### src/rtl/score_display_pkg.sv
// rtl/score_display_pkg.sv - shared constants, types and helpers for the score display controller
//
// Purpose: widths, limits, FSM state type and the double-dabble nibble
// adjust used by the serial converter and the controller.
// Ports: none (package).

package score_display_pkg;

   localparam int SCORE_W = 20;
   localparam int DIGITS  = 6;
   localparam int BCD_W   = 24;
   localparam int ITERS   = 20;
   localparam logic [SCORE_W-1:0] SCORE_MAX = 20'd999999;

   typedef enum logic [1:0] {
      IDLE    = 2'd0,
      CONVERT = 2'd1,
      COMMIT  = 2'd2
   } state_t;

   typedef logic [BCD_W-1:0] bcd_t;

   // Add 3 to every nibble that is 5 or more; 4-bit add, carry-out dropped.
   function automatic bcd_t dd_adjust(input bcd_t v);
      bcd_t r;
      r = v;
      for (int i = 0; i < DIGITS; i++) begin
         if (v[i*4 +: 4] >= 4'd5) begin
            r[i*4 +: 4] = v[i*4 +: 4] + 4'd3;
         end
      end
      return r;
   endfunction

   function automatic logic [SCORE_W-1:0] clip_score(input logic [SCORE_W-1:0] s);
      return (s > SCORE_MAX) ? SCORE_MAX : s;
   endfunction

endpackage

### src/rtl/bcd_dd_serial.sv
// rtl/bcd_dd_serial.sv - serial double-dabble binary to BCD converter, one iteration per cycle
//
// Purpose: loads a pre-clipped binary score on start, then runs ITERS
// add-3/shift iterations. done is high during the cycle whose closing edge
// performs the last iteration, so bcd is final in the following cycle.
// Ports:
//   clk   in   system clock
//   rst   in   synchronous active-high reset
//   start in   load bin and restart the iteration counter
//   bin   in   20-bit binary value (must already be <= 999999)
//   bcd   out  24-bit BCD working/result register
//   done  out  last iteration happens on the next edge

module bcd_dd_serial
   import score_display_pkg::*;
(
   input  logic               clk,
   input  logic               rst,
   input  logic               start,
   input  logic [SCORE_W-1:0] bin,
   output logic [BCD_W-1:0]   bcd,
   output logic               done
);

   localparam logic [4:0] LAST_ITER = 5'(ITERS - 1);

   logic [SCORE_W-1:0] bin_q, bin_d;
   bcd_t               bcd_q, bcd_d;
   logic [4:0]         cnt_q, cnt_d;
   logic               busy_q, busy_d;

   assign done = busy_q && (cnt_q == LAST_ITER);
   assign bcd  = bcd_q;

   always_comb begin
      bin_d  = bin_q;
      bcd_d  = bcd_q;
      cnt_d  = cnt_q;
      busy_d = busy_q;
      if (start) begin
         bin_d  = bin;
         bcd_d  = '0;
         cnt_d  = '0;
         busy_d = 1'b1;
      end else if (busy_q) begin
         // Adjust first, then shift the next binary MSB into the units nibble.
         bcd_d = (dd_adjust(bcd_q) << 1) | {{(BCD_W-1){1'b0}}, bin_q[SCORE_W-1]};
         bin_d = bin_q << 1;
         if (cnt_q == LAST_ITER) begin
            cnt_d  = '0;
            busy_d = 1'b0;
         end else begin
            cnt_d = cnt_q + 5'd1;
         end
      end
   end

   always_ff @(posedge clk) begin
      if (rst) begin
         bin_q  <= '0;
         bcd_q  <= '0;
         cnt_q  <= '0;
         busy_q <= 1'b0;
      end else begin
         bin_q  <= bin_d;
         bcd_q  <= bcd_d;
         cnt_q  <= cnt_d;
         busy_q <= busy_d;
      end
   end

endmodule

### src/rtl/score_display_ctrl.sv
// rtl/score_display_ctrl.sv - score update sequencer committing BCD and blank mask atomically
//
// Purpose: accepts a score over valid/ready, saturates it to 999999, runs the
// serial converter and commits digits, blank mask and saturation flag on one edge.
// Ports:
//   clk          in   system clock
//   rst          in   synchronous active-high reset
//   score_valid  in   new score offered
//   score        in   20-bit binary score
//   blank_lz_en  in   leading-zero blanking enable, sampled at handshake
//   score_ready  out  high exactly in IDLE
//   bcd_out      out  committed BCD score, nibble 0 = units
//   digit_blank  out  per-digit blank drive
//   sat          out  last committed score was saturated
//   update_done  out  one-cycle pulse with the first cycle of new bcd_out

module score_display_ctrl
   import score_display_pkg::*;
(
   input  logic               clk,
   input  logic               rst,
   input  logic               score_valid,
   input  logic [SCORE_W-1:0] score,
   input  logic               blank_lz_en,
   output logic               score_ready,
   output logic [BCD_W-1:0]   bcd_out,
   output logic [DIGITS-1:0]  digit_blank,
   output logic               sat,
   output logic               update_done
);

   state_t             state_q, state_d;
   logic               sat_next_q, sat_next_d;
   logic               lz_en_q, lz_en_d;
   bcd_t               bcd_out_q, bcd_out_d;
   logic [DIGITS-1:0]  digit_blank_q, digit_blank_d;
   logic               sat_q, sat_d;
   logic               update_done_q, update_done_d;

   logic               handshake;
   logic               conv_done;
   bcd_t               conv_bcd;
   logic [DIGITS-1:0]  blank_mask;

   assign handshake = score_valid && (state_q == IDLE);

   bcd_dd_serial u_conv (
      .clk   (clk),
      .rst   (rst),
      .start (handshake),
      .bin   (clip_score(score)),
      .bcd   (conv_bcd),
      .done  (conv_done)
   );

   // Walk down from the top digit; a digit blanks only while every digit
   // above it (and itself) is zero. The units digit always shows.
   always_comb begin
      logic zero_run;
      zero_run   = 1'b1;
      blank_mask = '0;
      for (int i = DIGITS - 1; i >= 1; i--) begin
         zero_run      = zero_run && (conv_bcd[i*4 +: 4] == 4'd0);
         blank_mask[i] = lz_en_q && zero_run;
      end
   end

   always_comb begin
      state_d       = state_q;
      sat_next_d    = sat_next_q;
      lz_en_d       = lz_en_q;
      bcd_out_d     = bcd_out_q;
      digit_blank_d = digit_blank_q;
      sat_d         = sat_q;
      update_done_d = 1'b0;
      unique case (state_q)
         IDLE: begin
            if (handshake) begin
               sat_next_d = (score > SCORE_MAX);
               lz_en_d    = blank_lz_en;
               state_d    = CONVERT;
            end
         end
         CONVERT: begin
            if (conv_done) begin
               state_d = COMMIT;
            end
         end
         COMMIT: begin
            bcd_out_d     = conv_bcd;
            digit_blank_d = blank_mask;
            sat_d         = sat_next_q;
            update_done_d = 1'b1;
            state_d       = IDLE;
         end
         default: state_d = IDLE;
      endcase
   end

   always_ff @(posedge clk) begin
      if (rst) begin
         state_q       <= IDLE;
         sat_next_q    <= 1'b0;
         lz_en_q       <= 1'b0;
         bcd_out_q     <= '0;
         digit_blank_q <= '0;
         sat_q         <= 1'b0;
         update_done_q <= 1'b0;
      end else begin
         state_q       <= state_d;
         sat_next_q    <= sat_next_d;
         lz_en_q       <= lz_en_d;
         bcd_out_q     <= bcd_out_d;
         digit_blank_q <= digit_blank_d;
         sat_q         <= sat_d;
         update_done_q <= update_done_d;
      end
   end

   assign score_ready = (state_q == IDLE);
   assign bcd_out     = bcd_out_q;
   assign digit_blank = digit_blank_q;
   assign sat         = sat_q;
   assign update_done = update_done_q;

endmodule

### config.mk
export PLATFORM = sky130hd
export DESIGN_NAME = score_display_ctrl
export DESIGN_NICKNAME = d
export VERILOG_FILES = /design/src/rtl/score_display_pkg.sv /design/src/rtl/bcd_dd_serial.sv /design/src/rtl/score_display_ctrl.sv
export SDC_FILE = /design/constraint.sdc
export NUM_CORES = 1
export LEC_CHECK = 0
export CAP_MARGIN = 10
export CORE_AREA = 2 2 99 101
export DETAILED_ROUTE_END_ITERATION = 7
export DIE_AREA = 0 0 101 103
export PLACE_DENSITY = 0.68
export SLEW_MARGIN = 5
export SYNTH_ARGS = -nofsm -noshare
export SYNTH_HDL_FRONTEND = slang
export SYNTH_HIERARCHICAL = 1
export SYNTH_SLANG_ARGS = --single-unit
export TNS_END_PERCENT = 100
### constraint.sdc
create_clock -name clk -period 2.13 [get_ports clk]
set_clock_uncertainty 0.15 [all_clocks]
set_input_delay 0.3195 -clock clk [delete_from_list [all_inputs] [get_ports clk]]
set_output_delay 0.3195 -clock clk [all_outputs]
set_load 0.05 [all_outputs]
-- Word-level counts from Yosys, hierarchy flattened
Cells that the tools add are included.
- add/subtract/negate cells: 7
- multipliers: 0
- divide/modulo/power cells: 0
- $lt $le $gt $ge: 7
- equal/unequal tests: 5
- shift operators: 0
- mux-type cells: 29
- bitwise gates (word level): 1
- reduce and logical (&&, ||, !) cells: 21
- operators by type and width (kind ; number):
    $mux 20 ; 3
    $mux 4 ; 15
    $ge 4x3->1 const B ; 6
    $or 24x1->24 ; 1
    $add 4x2->4 const B ; 5
    $gt 20x20->1 const B ; 1
    $logic_not 4->1 ; 5
    $logic_and 1x1->1 ; 11
    $mux 3 ; 3
    $add 5x1->5 const B ; 1
    $eq 5x5->1 const B ; 1
    $mux 5 ; 1
    $mux 1 ; 4
    $mux 2 ; 2
    $pmux 2 s2 ; 1
    $reduce_and 2->1 ; 2
    $add 3x2->3 const B ; 1
    $eq 2x1->1 const B ; 1
    $eq 2x2->1 const B ; 1
    $logic_not 2->1 ; 1
    $ne 2x1->1 const B ; 1
    $ne 2x2->1 const B ; 1
    $reduce_bool 2->1 ; 1
    $reduce_or 2->1 ; 1
- flip-flop bits (word level): 85
- bits in latches: 0
- memory bits (writable): 0
- bits in read-only memories: 0
- input port bits: 24
- output and inout bits: 33
- word-level logic and storage cells: 81
- memories: 0

-- Longest topological paths before layout
Gate-level depths: netlist of run 1.
- depth after elaboration: 6
- mapped depth: 7
- depth with buffers taken out: 6

-- By module
The synthesis of run 1 kept the hierarchy.
- modules (own cells, without submodules) (module ; times used ; cells each ; area an instance (µm²) ; seq. area each (µm²)):
    bcd_dd_serial ; 1 ; 317 ; 2778.9 ; 1001.0
    score_display_ctrl ; 1 ; 183 ; 1482.7 ; 700.7

-- Worst setup path before layout of run 1
OpenSTA, ideal clock, no wires.
- kind: register to register
- start: register state_q[1]
- end: register u_conv.bcd_q[0] (netlist: u_conv/bcd[0])
- library setup time: 0.128 ns
- arrival: 1.505 ns
- data required time: 1.852 ns
- path slack: 0.347 ns
- stages on the path, launching flop included: 8
- path buffers: 3
- period minus slack after synthesis: 1.783 ns
- path through: dfxtp_1 or3b_1 inv_1 buf_6 or2_4 buf_6 clkbuf_1 nor2_1
- longest elaborated chain between the ends: 3
- ends and longest elaborated chain (element ; line ; text):
    start, declared ; score_display_ctrl.sv:32 ; state_t state_q, state_d;
    start signal, assigned ; score_display_ctrl.sv:110 ; state_q <= state_d;
    $logic_not 2->1 ; score_display_ctrl.sv:45 ; assign handshake = score_valid && (state_q == IDLE);
    $logic_and 1x1->1 ; score_display_ctrl.sv:45 ;
    net handshake ; score_display_ctrl.sv:40 ; logic handshake;
    $reduce_or 2->1 (no line) ; n/a ;
    end signal, assigned ; bcd_dd_serial.sv:61 ; bcd_q <= '0;
    end signal, assigned ; bcd_dd_serial.sv:66 ; bcd_q <= bcd_d;
    end, declared ; bcd_dd_serial.sv:28 ; bcd_t bcd_q, bcd_d;
The timed path passes the listed nets, and every way through them passes these cells.
A chain may end at the register's enable or synchronous reset.

-- Final worst setup path of run 1
- start: register bcd_out_q[0] (netlist: bcd_out[0])
- end: output bcd_out[0]
- RTL lines (element ; line ; text):
    start, declared ; score_display_ctrl.sv:35 ; bcd_t bcd_out_q, bcd_out_d;
    start signal, assigned ; score_display_ctrl.sv:113 ; bcd_out_q <= bcd_out_d;
    end, declared ; score_display_ctrl.sv:26 ; output logic [BCD_W-1:0] bcd_out,
No word-level cell between the ends.

==> flow_metrics.env, run 1 <==
export IMPL_vias=3630
export IMPL_die_area_um2=10400
export IMPL_drtIter0Drc=141
export IMPL_comb_power_share_pct=12.7
export IMPL_critPathSlowestCell="clkdlybuf4s50_1"
export IMPL_ff2ff_path_depth=5
export IMPL_grt_ovfl_total=0
export IMPL_postSynthCellCount=500
export IMPL_dr_max_layer_used="met4"
export IMPL_setup_viol=0
export IMPL_start_util_pct=45.1
export IMPL_fp_dieH_um=103
export IMPL_postCtsHoldBufs=0
export IMPL_status="finished clean"
export IMPL_met3_length_um=269
export IMPL_gp_congestion=0.826
export IMPL_wl_per_cell_um=13.7
export IMPL_critical_path_reg2reg_startpoint="u_conv/bcd[8]"
export IMPL_fin_crit_ps=1990
export IMPL_postLayoutCoreUtil_pct=54.4
export IMPL_path_clk_slew_ps=70
export IMPL_synth_area_leader_cell="dfxtp_1"
export IMPL_numCtsBuffers=9
export IMPL_worst_pin_slew_ps=518
export IMPL_r2r_end="u_conv/bcd[12]"
export IMPL_rsz0062_at_grt="no"
export IMPL_port_buffers=55
export IMPL_grt_pass1_vias=3472
export IMPL_power_share_switching_pct=25.4
export IMPL_cp_arrival_ps=1520
export IMPL_netlist_area_leader_share_pct=39.9
export IMPL_cp_num_buf_inv=1
export IMPL_ys_ff_latch=85
export IMPL_dp_slack_ps=-79.0
export IMPL_final_common_cell="dfxtp_1"
export IMPL_drive_gt1_share_pct=12.3
export IMPL_die_w_um=101
export IMPL_p_int_mw=2.36
export IMPL_p_switching_uw=805
export IMPL_total_power_mw=3.17
export IMPL_startpoint_type="flop"
export IMPL_whs_ps=118
export IMPL_clkPwrFrac_pct=34.4
export IMPL_syn_nets=537
export IMPL_ys_warn_count=6
export IMPL_ff2ff_setup_slack_ps=290
export IMPL_p_leak_nw=1.79
export IMPL_synthArstFlopShare_pct=0
export IMPL_netlist_area_um2=4260
export IMPL_nNetsFinal=588
export IMPL_firstDrtPassIters=5
export IMPL_htreeDepth=3
export IMPL_drc=0
export IMPL_yosysSeqAreaShare_pct=39.9
export IMPL_grt_pass1_wl_mm=15.6
export IMPL_worst_path_stages=1
export IMPL_crit_end="bcd_out[0]"
export IMPL_wirelength_mm=9.17
export IMPL_antenna_found_initial=0
export IMPL_synth_distinct_cells=49
export IMPL_cts_sinks=85
export IMPL_met2_length_mm=4.69
export IMPL_wl_met1_mm=4.08
export IMPL_synth_edff_count=0
export IMPL_dp_hpwl_mm=6.48
export IMPL_grt_use_total_pct=18.4
export IMPL_clock_latency_ps=340
export IMPL_syn_to_final_growth_pct=20.7
export IMPL_core_area_um2=9460
export IMPL_pwr_share_seq_pct=52.9
export IMPL_drv_slew=0
export IMPL_worstHoldPathType="input port to flop"
export IMPL_postLayoutCellArea_um2=5140
export IMPL_clk_path_buf_depth=2
export IMPL_slew_headroom_pct=65.4
export IMPL_ant_nets=0
export IMPL_critPathMaxFanout=2
export IMPL_cp_top_family="buffers and inverters"
export IMPL_place_inst=654
export IMPL_setup_ws_ps=138
export IMPL_cts_tree="built"
export IMPL_max_freq_mhz=502
export IMPL_crit_type="flop to output port"
export IMPL_drv_cap=0
export IMPL_setup_tns_ps=0
export IMPL_final_cells=669
export IMPL_rows=36
export IMPL_worstPathRequired_ps=1660
export IMPL_finalHoldViolCount=0
export IMPL_peakVddDrop_uv=427
export IMPL_ctsRootBufferMaster="clkbuf_8"
export IMPL_worstPathCellList="clkdlybuf4s50_1"
export IMPL_vias_per_cell=5.43
export IMPL_ioPinCount=57
export IMPL_synth_ff_type="dfxtp_1"
export IMPL_startpoint="bcd_out[0]"
export IMPL_layout_common_cells="dfxtp_1, nand2_1, clkdlybuf4s50_1"
export IMPL_synth_area_leaders="dfxtp_1, nand2_1, a21oi_1"
export IMPL_end_kind="output port"
export IMPL_power_density_nw_per_um2=615
export IMPL_place_area_um2=4960
export IMPL_grt_max_degree=56
export IMPL_fin_crit_sh_pct=93.5
export IMPL_antenna_cells=0
export IMPL_cp_slowest_stage_delay_ps=810
export IMPL_avgSynthCellArea_um2=8.52
[per-layer routing]
| metal | vias up | track usage [%] |
|---|---|---|
| met5 | - | 0 |
| met3 | 14 | 3.93 |
| li1 | 1849 | - |
| met1 | 1704 | 21.9 |
| met4 | 0 | 5.51 |
| met2 | 63 | 33.4 |
[state kept, by name (all words and copies together) (netlist names)]
register       flops
bcd_out           24
u_conv/bcd        24
u_conv/bin_q      20
digit_blank        5
u_conv/cnt_q       5
state_q            2
lz_en_q            1
sat                1
sat_next_q         1
u_conv/busy_q      1
update_done        1
[power groups by stage]
stage          Sequential (mW)  Clock (mW)  Combinational, mW
6_report                  1.68        1.09              0.402
5_1_grt                   1.68        1.19              0.445
4_1_cts                   1.68        1.11              0.404
3_5_place_dp              1.71           0              0.402
3_3_place_gp              1.71           0              0.393
2_1_floorplan             1.70           0              0.281
[repair_timing]
action	in CTS	in global routing
gates resized for setup	0	1
setup buffers	0	0
setup endpoints to repair	0	1
[final cells by class]
cell class              count  area (um^2)
clock buffers              10          128
multi-input cells         361         2310
well taps                 114          143
clock inverters             5         52.6
inverters                  20         75.1
repair buffers             74          728
fillers                   889         4320
flip-flops and latches     85         1700
[cell families (layout without fill, tap and decap cells)]
group / count (synthesis) / in the layout / share of synthesized area (%)
xor gates and xnor gates: 1 / 1 / 0.206
DFF: 85 / 85 / 39.9
other: 1 / 1 / 0.0880
buffers and inverters: 54 / 109 / 5.75
adders and majority gates: 13 / 13 / 3.82
AOI/OAI and AO/OA: 105 / 105 / 16.1
and+or+nand+nor: 200 / 200 / 24.0
muxes: 41 / 41 / 10.2
[worst min-delay path by stage]
stage | endpoint | cells past startpoint | slack, ps | start
2_1_floorplan | u_conv/bin_q[8] | 1 | 240 | rst
3_3_place_gp | digit_blank[4] | 2 | 290 | digit_blank[4]
3_5_place_dp | bcd_out[20] | 2 | 300 | bcd_out[20]
4_1_cts | sat | 2 | 100 | rst
5_1_grt | state_q[1] | 2 | 110 | rst
6_report | sat | 2 | 120 | rst
[synth_stat cells, types with 2 or more instances]
cell type / number
o211ai_1: 7
nor2b_1: 10
inv_1: 20
buf_6: 3
and2b_2: 4
a2111o_1: 8
or3b_2: 5
nand4b_1: 6
and2_1: 2
mux2_2: 19
o32ai_1: 4
nor3b_1: 2
dfxtp_1: 85
or4_1: 5
or2_1: 7
a21oi_1: 44
nand3_1: 23
nand4_1: 2
clkbuf_1: 15
or3_1: 3
o21ai_0: 16
buf_1: 2
nor4_1: 3
o21a_1: 5
nor2_1: 32
nand2_1: 76
ha_1: 13
nand3b_1: 2
buf_2: 13
nor3_1: 2
nand2b_1: 11
a31oi_1: 9
mux2i_1: 22
o31ai_1: 2
o21ai_1: 4
Power figures use the tool's default switching activity.
==> run 2, diff against run 1 <==
Settings changed: CORE_AREA 2 2 99 101 to 2 2 92 94, DIE_AREA 0 0 101 103 to 0 0 94 96, PLACE_DENSITY 0.68 to 0.78.
==> flow_metrics.env, run 2 (synthesis results as in run 1) <==
export IMPL_wl_per_cell_um=14.0
export IMPL_clkPwrFrac_pct=40.2
export IMPL_grt_max_degree=32
export IMPL_worstPathRequired_ps=1660
export IMPL_drive_gt1_share_pct=12.3
export IMPL_cts_tree="built"
export IMPL_critPathSlowestCell="clkdlybuf4s50_1"
export IMPL_nNetsFinal=587
export IMPL_start_util_pct=52.9
export IMPL_drc=0
export IMPL_finalHoldViolCount=0
export IMPL_status="finished clean"
export IMPL_cp_num_buf_inv=1
export IMPL_total_power_mw=3.48
export IMPL_path_clk_slew_ps=90
export IMPL_power_density_nw_per_um2=671
export IMPL_p_leak_nw=1.81
export IMPL_pwr_share_seq_pct=48.2
export IMPL_drv_slew=0
export IMPL_antenna_found_initial=0
export IMPL_rows=33
export IMPL_final_common_cell="dfxtp_1"
export IMPL_layout_common_cells="dfxtp_1, nand2_1, clkdlybuf4s50_1"
export IMPL_vias_per_cell=5.63
export IMPL_rsz0062_at_grt="no"
export IMPL_power_share_switching_pct=24.0
export IMPL_grt_ovfl_total=0
export IMPL_gp_congestion=0.840
export IMPL_ant_nets=0
export IMPL_fp_dieH_um=96
export IMPL_worst_pin_slew_ps=504
export IMPL_grt_pass1_vias=3383
export IMPL_worstHoldPathType="input port to flop"
export IMPL_crit_type="flop to output port"
export IMPL_fin_crit_ps=1990
export IMPL_ff2ff_setup_slack_ps=320
export IMPL_ctsRootBufferMaster="clkbuf_8"
export IMPL_worstPathCellList="clkdlybuf4s50_1"
export IMPL_port_buffers=55
export IMPL_die_area_um2=9020
export IMPL_slew_headroom_pct=66.3
export IMPL_final_cells=660
export IMPL_clk_path_buf_depth=2
export IMPL_postCtsSetupBuffers=0
export IMPL_max_freq_mhz=501
export IMPL_ioPinCount=57
export IMPL_cp_slowest_stage_delay_ps=810
export IMPL_vias=3714
export IMPL_drtIter0Drc=212
export IMPL_antenna_cells=0
export IMPL_dp_hpwl_mm=6.45
export IMPL_critPathMaxFanout=2
export IMPL_place_inst=644
export IMPL_clock_latency_ps=350
export IMPL_cp_top_family="buffers and inverters"
export IMPL_drv_cap=0
export IMPL_startpoint_type="flop"
export IMPL_fillerInstances=686
export IMPL_setup_viol=0
export IMPL_p_switching_uw=837
export IMPL_core_area_um2=8050
export IMPL_end_kind="output port"
export IMPL_wirelength_mm=9.22
export IMPL_firstDrtPassIters=5
export IMPL_postLayoutCellArea_um2=5190
export IMPL_comb_power_share_pct=11.6
export IMPL_syn_to_final_growth_pct=21.8
export IMPL_p_int_mw=2.65
export IMPL_place_area_um2=4940
export IMPL_grt_use_total_pct=20.9
export IMPL_peakVddDrop_uv=366
export IMPL_numCtsBuffers=9
export IMPL_htreeDepth=3
export IMPL_grt_pass1_wl_mm=15.2
export IMPL_cp_arrival_ps=1530
export IMPL_fin_crit_sh_pct=93.7
export IMPL_cts_sinks=85
export IMPL_die_w_um=94
[run 2: changes by cell type in the layout (fill, tap and decap cells not counted), sizes merged]
| cell | before | now |
|---|---|---|
| bufinv | 1 | 3 |
| inv | 20 | 21 |
| buf | 20 | 19 |
| clkinv | 3 | 0 |
| clkbuf | 10 | 11 |
[run 2: metrics by stage]
stage                     hold WS, ps  util [%]  setup slack, ps  setup TNS [ps]
final                             148      64.5              135               0
after CTS                         139      64.5             7.16               0
after detailed placement          298      61.4             -121           -1330
after global routing              143      64.5              101               0
after floorplan                   242         -              347               0
after global placement            293      61.4            -49.9            -467
[run 2: worst paths after layout]
| check | from | endpoint | cells past startpoint |
|---|---|---|---|
| min | rst | u_conv/bin_q[13] | 2 |
| max reg2reg | state_q[0] | u_conv/bcd[2] | 5 |
| max | bcd_out[10] | bcd_out[10] | 1 |
| min reg2reg | bcd_out[22] | bcd_out[22] | 2 |
[run 2: area by class of cell]
| cell class | instances | area [um^2] | share of cell area (%) |
|---|---|---|---|
| multi-input cells | 361 | 2310 | 44.6 |
| flip-flops and latches | 85 | 1700 | 32.8 |
| well taps | 105 | 131 | 2.53 |
| inverters | 20 | 75.1 | 1.45 |
| clock inverters | 5 | 106 | 2.05 |
| clock buffers | 11 | 141 | 2.72 |
| repair buffers | 73 | 721 | 13.9 |
[run 2: per-layer routing]
metal  track usage, %  wire length [um]
met2             36.8              4430
met1             25.4              4210
met3             3.05               407
met5                0                 0
met4             9.42               170
[run 2: timing repair]
action	4_1_cts	5_1_grt
endpoints found under the hold margin	0	0
hold buffers	0	0
resized for setup	0	1
setup endpoints to repair	0	1
[run 2: power groups by stage]
stage	Combinational [mW]	Sequential (mW)	Clock, mW
floorplan	0.281	1.70	0
global placement	0.385	1.71	0
detailed placement	0.400	1.71	0
CTS	0.403	1.68	1.42
global route	0.441	1.69	1.49
finish	0.405	1.68	1.40
